### src/rtl/sdr_init_monitor_if.sv
// SDRAM pad-side command bus seen by the init monitor.
//   sdr_cs_n, sdr_ras_n, sdr_cas_n, sdr_we_n : SDRAM command pins
//   sdr_init_done                            : controller init-complete flag
// master : whoever drives the pads (controller or bench)
// slave  : passive observer (sdr_init_monitor)
interface sdr_init_monitor_if;
    logic sdr_cs_n;
    logic sdr_ras_n;
    logic sdr_cas_n;
    logic sdr_we_n;
    logic sdr_init_done;

    modport master (
        output sdr_cs_n, sdr_ras_n, sdr_cas_n, sdr_we_n, sdr_init_done
    );

    modport slave (
        input sdr_cs_n, sdr_ras_n, sdr_cas_n, sdr_we_n, sdr_init_done
    );
endinterface

### src/rtl/sdr_init_monitor.sv
// SDRAM power-up sequence checker. Watches the pad-side command bus and the
// controller's init-done flag and checks: NOP wait, PRECHARGE-ALL, N x
// AUTO-REFRESH spaced by tRFC, LOAD MODE REGISTER, then init-done within a
// bounded window. Reports sticky pass/fail and the first error code.
//
// Ports:
//   sdram_clk     in   monitor clock
//   sdram_resetn  in   asynchronous active-low reset
//   bus           slave modport of sdr_init_monitor_if (command pins + done)
//   init_ok       out  sticky, sequence completed legally
//   init_err      out  sticky, violation detected
//   err_code[2:0] out  first violation: 0 none, 1 NOP_SHORT, 2 BAD_CMD,
//                      3 TRFC, 4 AR_FEW, 5 TIMEOUT, 6 EARLY_DONE
//   ar_count[3:0] out  AUTO-REFRESH commands accepted, saturates at 15
//   mon_state[2:0] out current FSM state
//
// Optional build macro SDR_INIT_MON_STATS_EN adds:
//   stat_nop_cycles[15:0] out  NOP count captured at PRECHARGE
//   stat_lmr_to_done[7:0] out  cycles from LMR to init-done
//
// state    | meaning
// ---------+-----------------------------------------------
// WAIT_NOP | counting power-up NOPs, waiting for PRECHARGE
// REFRESH  | PRECHARGE seen, accepting AUTO-REFRESH / LMR
// MRD      | LMR seen, waiting for sdr_init_done
// DONE     | sequence legal, absorbing until reset
// ERROR    | violation latched, absorbing until reset
module sdr_init_monitor #(
    parameter int unsigned MIN_NOP_CYCLES = 505,
    parameter int unsigned MIN_AR_CMDS    = 2,
    parameter int unsigned TRFC_CYCLES    = 7,
    parameter int unsigned DONE_TIMEOUT   = 16
) (
    input  logic                  sdram_clk,
    input  logic                  sdram_resetn,
    sdr_init_monitor_if.slave     bus,
    output logic                  init_ok,
    output logic                  init_err,
    output logic [2:0]            err_code,
    output logic [3:0]            ar_count,
    output logic [2:0]            mon_state
`ifdef SDR_INIT_MON_STATS_EN
    ,
    output logic [15:0]           stat_nop_cycles,
    output logic [7:0]            stat_lmr_to_done
`endif
);

    localparam logic [2:0] S_WAIT_NOP = 3'd0;
    localparam logic [2:0] S_REFRESH  = 3'd1;
    localparam logic [2:0] S_MRD      = 3'd2;
    localparam logic [2:0] S_DONE     = 3'd3;
    localparam logic [2:0] S_ERROR    = 3'd4;

    localparam logic [2:0] E_NONE       = 3'd0;
    localparam logic [2:0] E_NOP_SHORT  = 3'd1;
    localparam logic [2:0] E_BAD_CMD    = 3'd2;
    localparam logic [2:0] E_TRFC       = 3'd3;
    localparam logic [2:0] E_AR_FEW     = 3'd4;
    localparam logic [2:0] E_TIMEOUT    = 3'd5;
    localparam logic [2:0] E_EARLY_DONE = 3'd6;

    localparam logic [15:0] MIN_NOP_L  = 16'(MIN_NOP_CYCLES);
    localparam logic [3:0]  MIN_AR_L   = 4'(MIN_AR_CMDS);
    localparam logic [7:0]  TRFC_L     = 8'(TRFC_CYCLES);
    localparam logic [7:0]  DONE_TO_L  = 8'(DONE_TIMEOUT);
    localparam logic [7:0]  TMO_LIMIT  = 8'(DONE_TIMEOUT + 1);

    logic [2:0]  state_q, state_d;
    logic [15:0] nop_cnt_q, nop_cnt_d;
    logic [7:0]  gap_cnt_q, gap_cnt_d;
    logic [7:0]  tmo_cnt_q, tmo_cnt_d;
    logic [3:0]  ar_cnt_q, ar_cnt_d;
    logic        init_ok_q, init_ok_d;
    logic        init_err_q, init_err_d;
    logic [2:0]  err_code_q, err_code_d;
`ifdef SDR_INIT_MON_STATS_EN
    logic [15:0] stat_nop_q, stat_nop_d;
    logic [7:0]  stat_lmr_q, stat_lmr_d;
`endif

    logic [3:0] cmd;
    logic       is_nop, is_pre, is_ar, is_lmr;
    logic       err_set;
    logic [2:0] err_new;
    logic [7:0] elapsed;

    // Deselect counts as NOP regardless of the other pins.
    always_comb begin
        cmd    = {bus.sdr_cs_n, bus.sdr_ras_n, bus.sdr_cas_n, bus.sdr_we_n};
        is_nop = bus.sdr_cs_n || (cmd == 4'b0111);
        is_pre = (cmd == 4'b0010);
        is_ar  = (cmd == 4'b0001);
        is_lmr = (cmd == 4'b0000);
    end

    always_comb begin
        state_d    = state_q;
        nop_cnt_d  = nop_cnt_q;
        gap_cnt_d  = gap_cnt_q;
        tmo_cnt_d  = tmo_cnt_q;
        ar_cnt_d   = ar_cnt_q;
        init_ok_d  = init_ok_q;
        init_err_d = init_err_q;
        err_code_d = err_code_q;
        err_set    = 1'b0;
        err_new    = E_NONE;
        elapsed    = tmo_cnt_q + 8'd1;
`ifdef SDR_INIT_MON_STATS_EN
        stat_nop_d = stat_nop_q;
        stat_lmr_d = stat_lmr_q;
`endif

        if (is_pre || is_ar || is_lmr) begin
            gap_cnt_d = 8'd0;
        end else if (is_nop && gap_cnt_q != 8'hFF) begin
            gap_cnt_d = gap_cnt_q + 8'd1;
        end

        case (state_q)
            S_WAIT_NOP: begin
                if (is_nop) begin
                    if (nop_cnt_q != 16'hFFFF) nop_cnt_d = nop_cnt_q + 16'd1;
                end else begin
                    nop_cnt_d = 16'd0;
                end
                // Early done outranks any command error in the same cycle.
                if (bus.sdr_init_done) begin
                    err_set = 1'b1;
                    err_new = E_EARLY_DONE;
                end else if (is_pre) begin
`ifdef SDR_INIT_MON_STATS_EN
                    stat_nop_d = nop_cnt_q;
`endif
                    if (nop_cnt_q >= MIN_NOP_L) begin
                        state_d = S_REFRESH;
                    end else begin
                        err_set = 1'b1;
                        err_new = E_NOP_SHORT;
                    end
                end else if (!is_nop) begin
                    err_set = 1'b1;
                    err_new = E_BAD_CMD;
                end
            end
            S_REFRESH: begin
                if (bus.sdr_init_done) begin
                    err_set = 1'b1;
                    err_new = E_EARLY_DONE;
                end else if (is_ar) begin
                    if (gap_cnt_q >= TRFC_L) begin
                        if (ar_cnt_q != 4'hF) ar_cnt_d = ar_cnt_q + 4'd1;
                    end else begin
                        err_set = 1'b1;
                        err_new = E_TRFC;
                    end
                end else if (is_lmr) begin
                    // tRFC violation is reported ahead of too-few refreshes.
                    if (gap_cnt_q < TRFC_L) begin
                        err_set = 1'b1;
                        err_new = E_TRFC;
                    end else if (ar_cnt_q < MIN_AR_L) begin
                        err_set = 1'b1;
                        err_new = E_AR_FEW;
                    end else begin
                        state_d   = S_MRD;
                        tmo_cnt_d = 8'd0;
                    end
                end else if (!is_nop) begin
                    err_set = 1'b1;
                    err_new = E_BAD_CMD;
                end
            end
            S_MRD: begin
                // elapsed = cycles since the edge that sampled LMR
                tmo_cnt_d = elapsed;
                if (!is_nop) begin
                    err_set = 1'b1;
                    err_new = E_BAD_CMD;
                end else if (bus.sdr_init_done && elapsed <= DONE_TO_L) begin
                    state_d   = S_DONE;
                    init_ok_d = 1'b1;
`ifdef SDR_INIT_MON_STATS_EN
                    stat_lmr_d = elapsed;
`endif
                end else if (elapsed >= TMO_LIMIT) begin
                    err_set = 1'b1;
                    err_new = E_TIMEOUT;
                end
            end
            default: begin
                // DONE and ERROR hold everything until reset.
            end
        endcase

        // ERROR is absorbing, so only the first violation ever gets here.
        if (err_set) begin
            state_d    = S_ERROR;
            init_err_d = 1'b1;
            err_code_d = err_new;
        end
    end

    always_ff @(posedge sdram_clk or negedge sdram_resetn) begin
        if (!sdram_resetn) begin
            state_q    <= S_WAIT_NOP;
            nop_cnt_q  <= 16'd0;
            gap_cnt_q  <= 8'd0;
            tmo_cnt_q  <= 8'd0;
            ar_cnt_q   <= 4'd0;
            init_ok_q  <= 1'b0;
            init_err_q <= 1'b0;
            err_code_q <= E_NONE;
`ifdef SDR_INIT_MON_STATS_EN
            stat_nop_q <= 16'd0;
            stat_lmr_q <= 8'd0;
`endif
        end else begin
            state_q    <= state_d;
            nop_cnt_q  <= nop_cnt_d;
            gap_cnt_q  <= gap_cnt_d;
            tmo_cnt_q  <= tmo_cnt_d;
            ar_cnt_q   <= ar_cnt_d;
            init_ok_q  <= init_ok_d;
            init_err_q <= init_err_d;
            err_code_q <= err_code_d;
`ifdef SDR_INIT_MON_STATS_EN
            stat_nop_q <= stat_nop_d;
            stat_lmr_q <= stat_lmr_d;
`endif
        end
    end

    assign init_ok   = init_ok_q;
    assign init_err  = init_err_q;
    assign err_code  = err_code_q;
    assign ar_count  = ar_cnt_q;
    assign mon_state = state_q;
`ifdef SDR_INIT_MON_STATS_EN
    assign stat_nop_cycles  = stat_nop_q;
    assign stat_lmr_to_done = stat_lmr_q;
`endif

endmodule
### src/flat_wrapper.sv
// flat-port wrapper written by rule: the top's interface ports become plain ports
module sdr_init_monitor_flat 
#(
    parameter int unsigned MIN_NOP_CYCLES = 505,
    parameter int unsigned MIN_AR_CMDS    = 2,
    parameter int unsigned TRFC_CYCLES    = 7,
    parameter int unsigned DONE_TIMEOUT   = 16
)
  (sdram_clk, sdram_resetn, init_ok, init_err, err_code, ar_count, mon_state, bus_sdr_cs_n, bus_sdr_ras_n, bus_sdr_cas_n, bus_sdr_we_n, bus_sdr_init_done);
  sdr_init_monitor_if bus_i ();
  input  logic sdram_clk;
  input  logic sdram_resetn;
  output logic init_ok;
  output logic init_err;
  output logic [2:0] err_code;
  output logic [3:0] ar_count;
  output logic [2:0] mon_state;
  input wire logic [$bits(bus_i.sdr_cs_n)-1:0] bus_sdr_cs_n;
  input wire logic [$bits(bus_i.sdr_ras_n)-1:0] bus_sdr_ras_n;
  input wire logic [$bits(bus_i.sdr_cas_n)-1:0] bus_sdr_cas_n;
  input wire logic [$bits(bus_i.sdr_we_n)-1:0] bus_sdr_we_n;
  input wire logic [$bits(bus_i.sdr_init_done)-1:0] bus_sdr_init_done;
  assign bus_i.sdr_cs_n = bus_sdr_cs_n;
  assign bus_i.sdr_ras_n = bus_sdr_ras_n;
  assign bus_i.sdr_cas_n = bus_sdr_cas_n;
  assign bus_i.sdr_we_n = bus_sdr_we_n;
  assign bus_i.sdr_init_done = bus_sdr_init_done;
  sdr_init_monitor #(.MIN_NOP_CYCLES(MIN_NOP_CYCLES), .MIN_AR_CMDS(MIN_AR_CMDS), .TRFC_CYCLES(TRFC_CYCLES), .DONE_TIMEOUT(DONE_TIMEOUT)) u_core (.sdram_clk(sdram_clk), .sdram_resetn(sdram_resetn), .bus(bus_i), .init_ok(init_ok), .init_err(init_err), .err_code(err_code), .ar_count(ar_count), .mon_state(mon_state));
endmodule
### config.mk
export PLATFORM = sky130hd
export DESIGN_NAME = sdr_init_monitor_flat
export DESIGN_NICKNAME = d
export VERILOG_FILES = /design/src/rtl/sdr_init_monitor_if.sv /design/src/rtl/sdr_init_monitor.sv /design/src/flat_wrapper.sv
export SDC_FILE = /design/constraint.sdc
export NUM_CORES = 1
export LEC_CHECK = 0
export BUFFER_PORTS_ARGS = -buffer_cell sky130_fd_sc_hd__buf_2
export CAP_MARGIN = 20
export CORE_UTILIZATION = 65
export DETAILED_ROUTE_END_ITERATION = 8
export MAX_ROUTING_LAYER = met4
export PLACE_DENSITY = 0.85
export SLEW_MARGIN = 20
export SYNTH_ARGS = -nofsm -noshare
export SYNTH_HDL_FRONTEND = slang
export SYNTH_SLANG_ARGS = --single-unit
### constraint.sdc
create_clock -name sdram_clk -period 5.55 [get_ports sdram_clk]
set_input_delay 0 -clock sdram_clk [delete_from_list [all_inputs] [get_ports sdram_clk]]
set_output_delay 0 -clock sdram_clk [all_outputs]
set_load 0.02 [all_outputs]
==> impl_metrics.toml <==
[synthesis]
async_reset_ff_share_pct = 100
seq_area_frac_synth_pct = 42.3
synth_nets = 301
synth_cell_types = 58
synthCells = 287
syn_area_sq_um = 2600
synth_area_leaders = "dfrtp_1 (42%), nor2_1 (5.0%), o21ai_0 (5.0%), xor2_1 (4.4%), nand2_1 (3.5%)"
synth_top_area_cell = "dfrtp_1"
syn_area_per_cell_sq_um = 9.07
synth-edff-count = 0
synth-seq-cells = 44
synth_ff_type = "dfrtp_1"
synth_top_cell_area_share_pct = 42.3
yosys_warnings = 0

[layout]
final_nets = 318
fillCellCount = 283
antenna_cells = 0
final_common_cell = "dfrtp_1"
syn_to_final_growth_pct = 7.50
seqCellArea_sq_um = 1100
stdcell_count = 352
multiInputGateArea_sq_um = 1410
final_cell_mix = "dfrtp_1 (44), nor2_1 (35), o21ai_0 (26)"
drive_gt1_share_pct = 12.8

[sta]
finalCriticalPeriod_ns = 2.39
max_freq_mhz = 419
setup_tns_ns = 0
slew_headroom_pct = 32.6
fin_worst_skew_ns = 0.00622
tightest_slew_ns = 1.01
final-setup-viol-count = 0
fin_crit_sh_pct = 43.0
drv_slew = 0
hold_viol = 0
rsz0062_at_grt = "no"

[global_routing]
grt_pass1_wl_um = 9170
grt_pass1_vias = 2033
overflow = 0
track_usage_pct = 28.8
grt_start_max_net_pins = 45
antenna_found_initial = 0

[clocking]
clock_latency_ns = 0.30
h-tree-depth = 2
root_buffer = "clkbuf_8"
cts_resized = 0
cts_tree = "yes"
cts_hold_buf = 1
path_clk_slew_ns = 0.08
postCtsSetupBuffers = 0
clkSinkCount = 44
clock_path_buffers = 2
cts_buffers = 5

[worst_setup_path]
startpoint_type = "register"
path_cells = "nand2_1 > or4_4 > a22oi_4 > a21oi_2 > nor4_4 > mux2_4"
end_kind = "register"
worstPathRequired_ns = 5.74
crit_arrival_ns = 2.58
cpMaxStageDelayCell = "or4_4"
critPathMaxStageDelay_ns = 0.54
critical_path_class = "register to register"
path_max_fanout = 9

[floorplanning]
num_rows = 22
ios = 19
die_w_um = 65.3
die_height_um = 65.3
start_util_pct = 69.5
coreArea_sq_um = 3740
dieArea_sq_um = 4260

[place]
port_buffers = 18
place.gp.congestion = 0.870
hpwl_um = 3770
dp_cells = 344

[drt]
routedWlPerCell_um = 15.5
finalWirelength_um = 5440
drc = 0
firstDrtPassIters = 4
viasPerCell = 6.22
dr.first_iter.drc_count = 266
antenna_left = 0
vias = 2188

[outcome]
status = "finished, final reports clean"

[power]
ir_worst_vdd_mv = 0.206
leakagePower_nw = 1.22
total_power_uw = 607
p_per_area_nw_per_um2 = 217

[hold_path]
hold_class = "primary input to register"

[flow_run]
cap_violations = 0
==> where the power goes <==
part | switching (mW) | internal [mW] | leakage, nW | total, mW
sequential | 0.0164 | 0.334 | 0.553 | 0.350
clock | 0.108 | 0.0857 | 0.0410 | 0.194
combinational | 0.0377 | 0.0257 | 0.622 | 0.0634
total | 0.162 | 0.445 | 1.22 | 0.607
==> cell families (layout without fill, tap and decap cells) <==
kind of cell	count (synthesis)	count (layout)	share of synthesized area, %
compound gates	66	66	16.3
xor+xnor	19	19	6.39
fa+ha+maj	7	7	3.37
buf+inv	21	38	3.61
flops	44	44	42.3
mux	3	3	1.39
simple gates	127	127	26.6
==> cell type report <==
type                    count  share of cell area, %
clock inverters             1                  0.179
inverters                  11                   1.48
clock buffers               6                   2.59
repair buffers             20                   3.94
multi-input cells         222                   50.3
well taps                  48                   2.15
flip-flops and latches     44                   39.4
==> worst max-delay path, delay by kind of cell, from the launching register on <==
family	cells	cell delay, ns
simple gates	3	1.14
flops	1	0.50
mux	1	0.33
compound gates	2	0.29
==> registers in the layout, indices dropped and copies added, names as in the netlist <==
signal            cells
u_core.init_err       1
u_core.gap_cnt_q      8
u_core.init_ok        1
u_core.ar_count       4
u_core.nop_cnt_q     16
u_core.mon_state      3
u_core.err_code       3
u_core.tmo_cnt_q      8
==> cells in the mapped netlist (all sizes together), types with 2 or more instances <==
library cell	count
dfrtp	44
nor2	36
o21ai	27
nand2	26
a21oi	13
nand3	13
xor2	13
inv	11
or3	8
ha	7
nand4	7
xnor2	6
a31oi	5
buf	5
clkbuf	5
nand2b	5
nor3	5
nor4	5
and3	4
or4	4
and4	3
o31ai	3
a211o	2
a211oi	2
a221o	2
a31o	2
and2	2
mux2	2
nand3b	2
nor2b	2
==> layer usage <==
metal  vias up  wire [um]  global-route usage, %
met2        61       2630                   45.6
met3        10        250                   6.60
met5         -          0                      -
met4         0         85                   8.97
li1       1067          -                      -
met1      1050       2480                   36.8
==> metrics by stage <==
step / cell area, sq um / util, % / setup WS [ns] / hold slack [ns]
floorplan: 2600 / - / 3.39 / -0.296
CTS: 2800 / 74.7 / 3.19 / 0.0379
detailed placement: 2710 / 72.3 / 3.20 / 0.208
global route: 2800 / 74.7 / 3.02 / 0.0631
finish: 2800 / 74.7 / 3.16 / 0.0563
global placement: 2710 / 72.3 / 3.24 / 0.205
==> final timing paths <==
check,startpoint,endpoint,slack (ns),cells past startpoint
worst max register to register,u_core.tmo_cnt_q[4],u_core.err_code[2],3.16,6
worst max-delay path,u_core.tmo_cnt_q[4],u_core.err_code[2],3.16,6
worst min register to register,u_core.init_ok,u_core.init_ok,0.48,1
max in group asynchronous,sdram_resetn,u_core.gap_cnt_q[5],4.94,2
min in group asynchronous,sdram_resetn,u_core.nop_cnt_q[11],0.22,2
worst min-delay path,bus_sdr_init_done,u_core.init_ok,0.06,2
No activity file was read; power rests on OpenSTA's default activity.
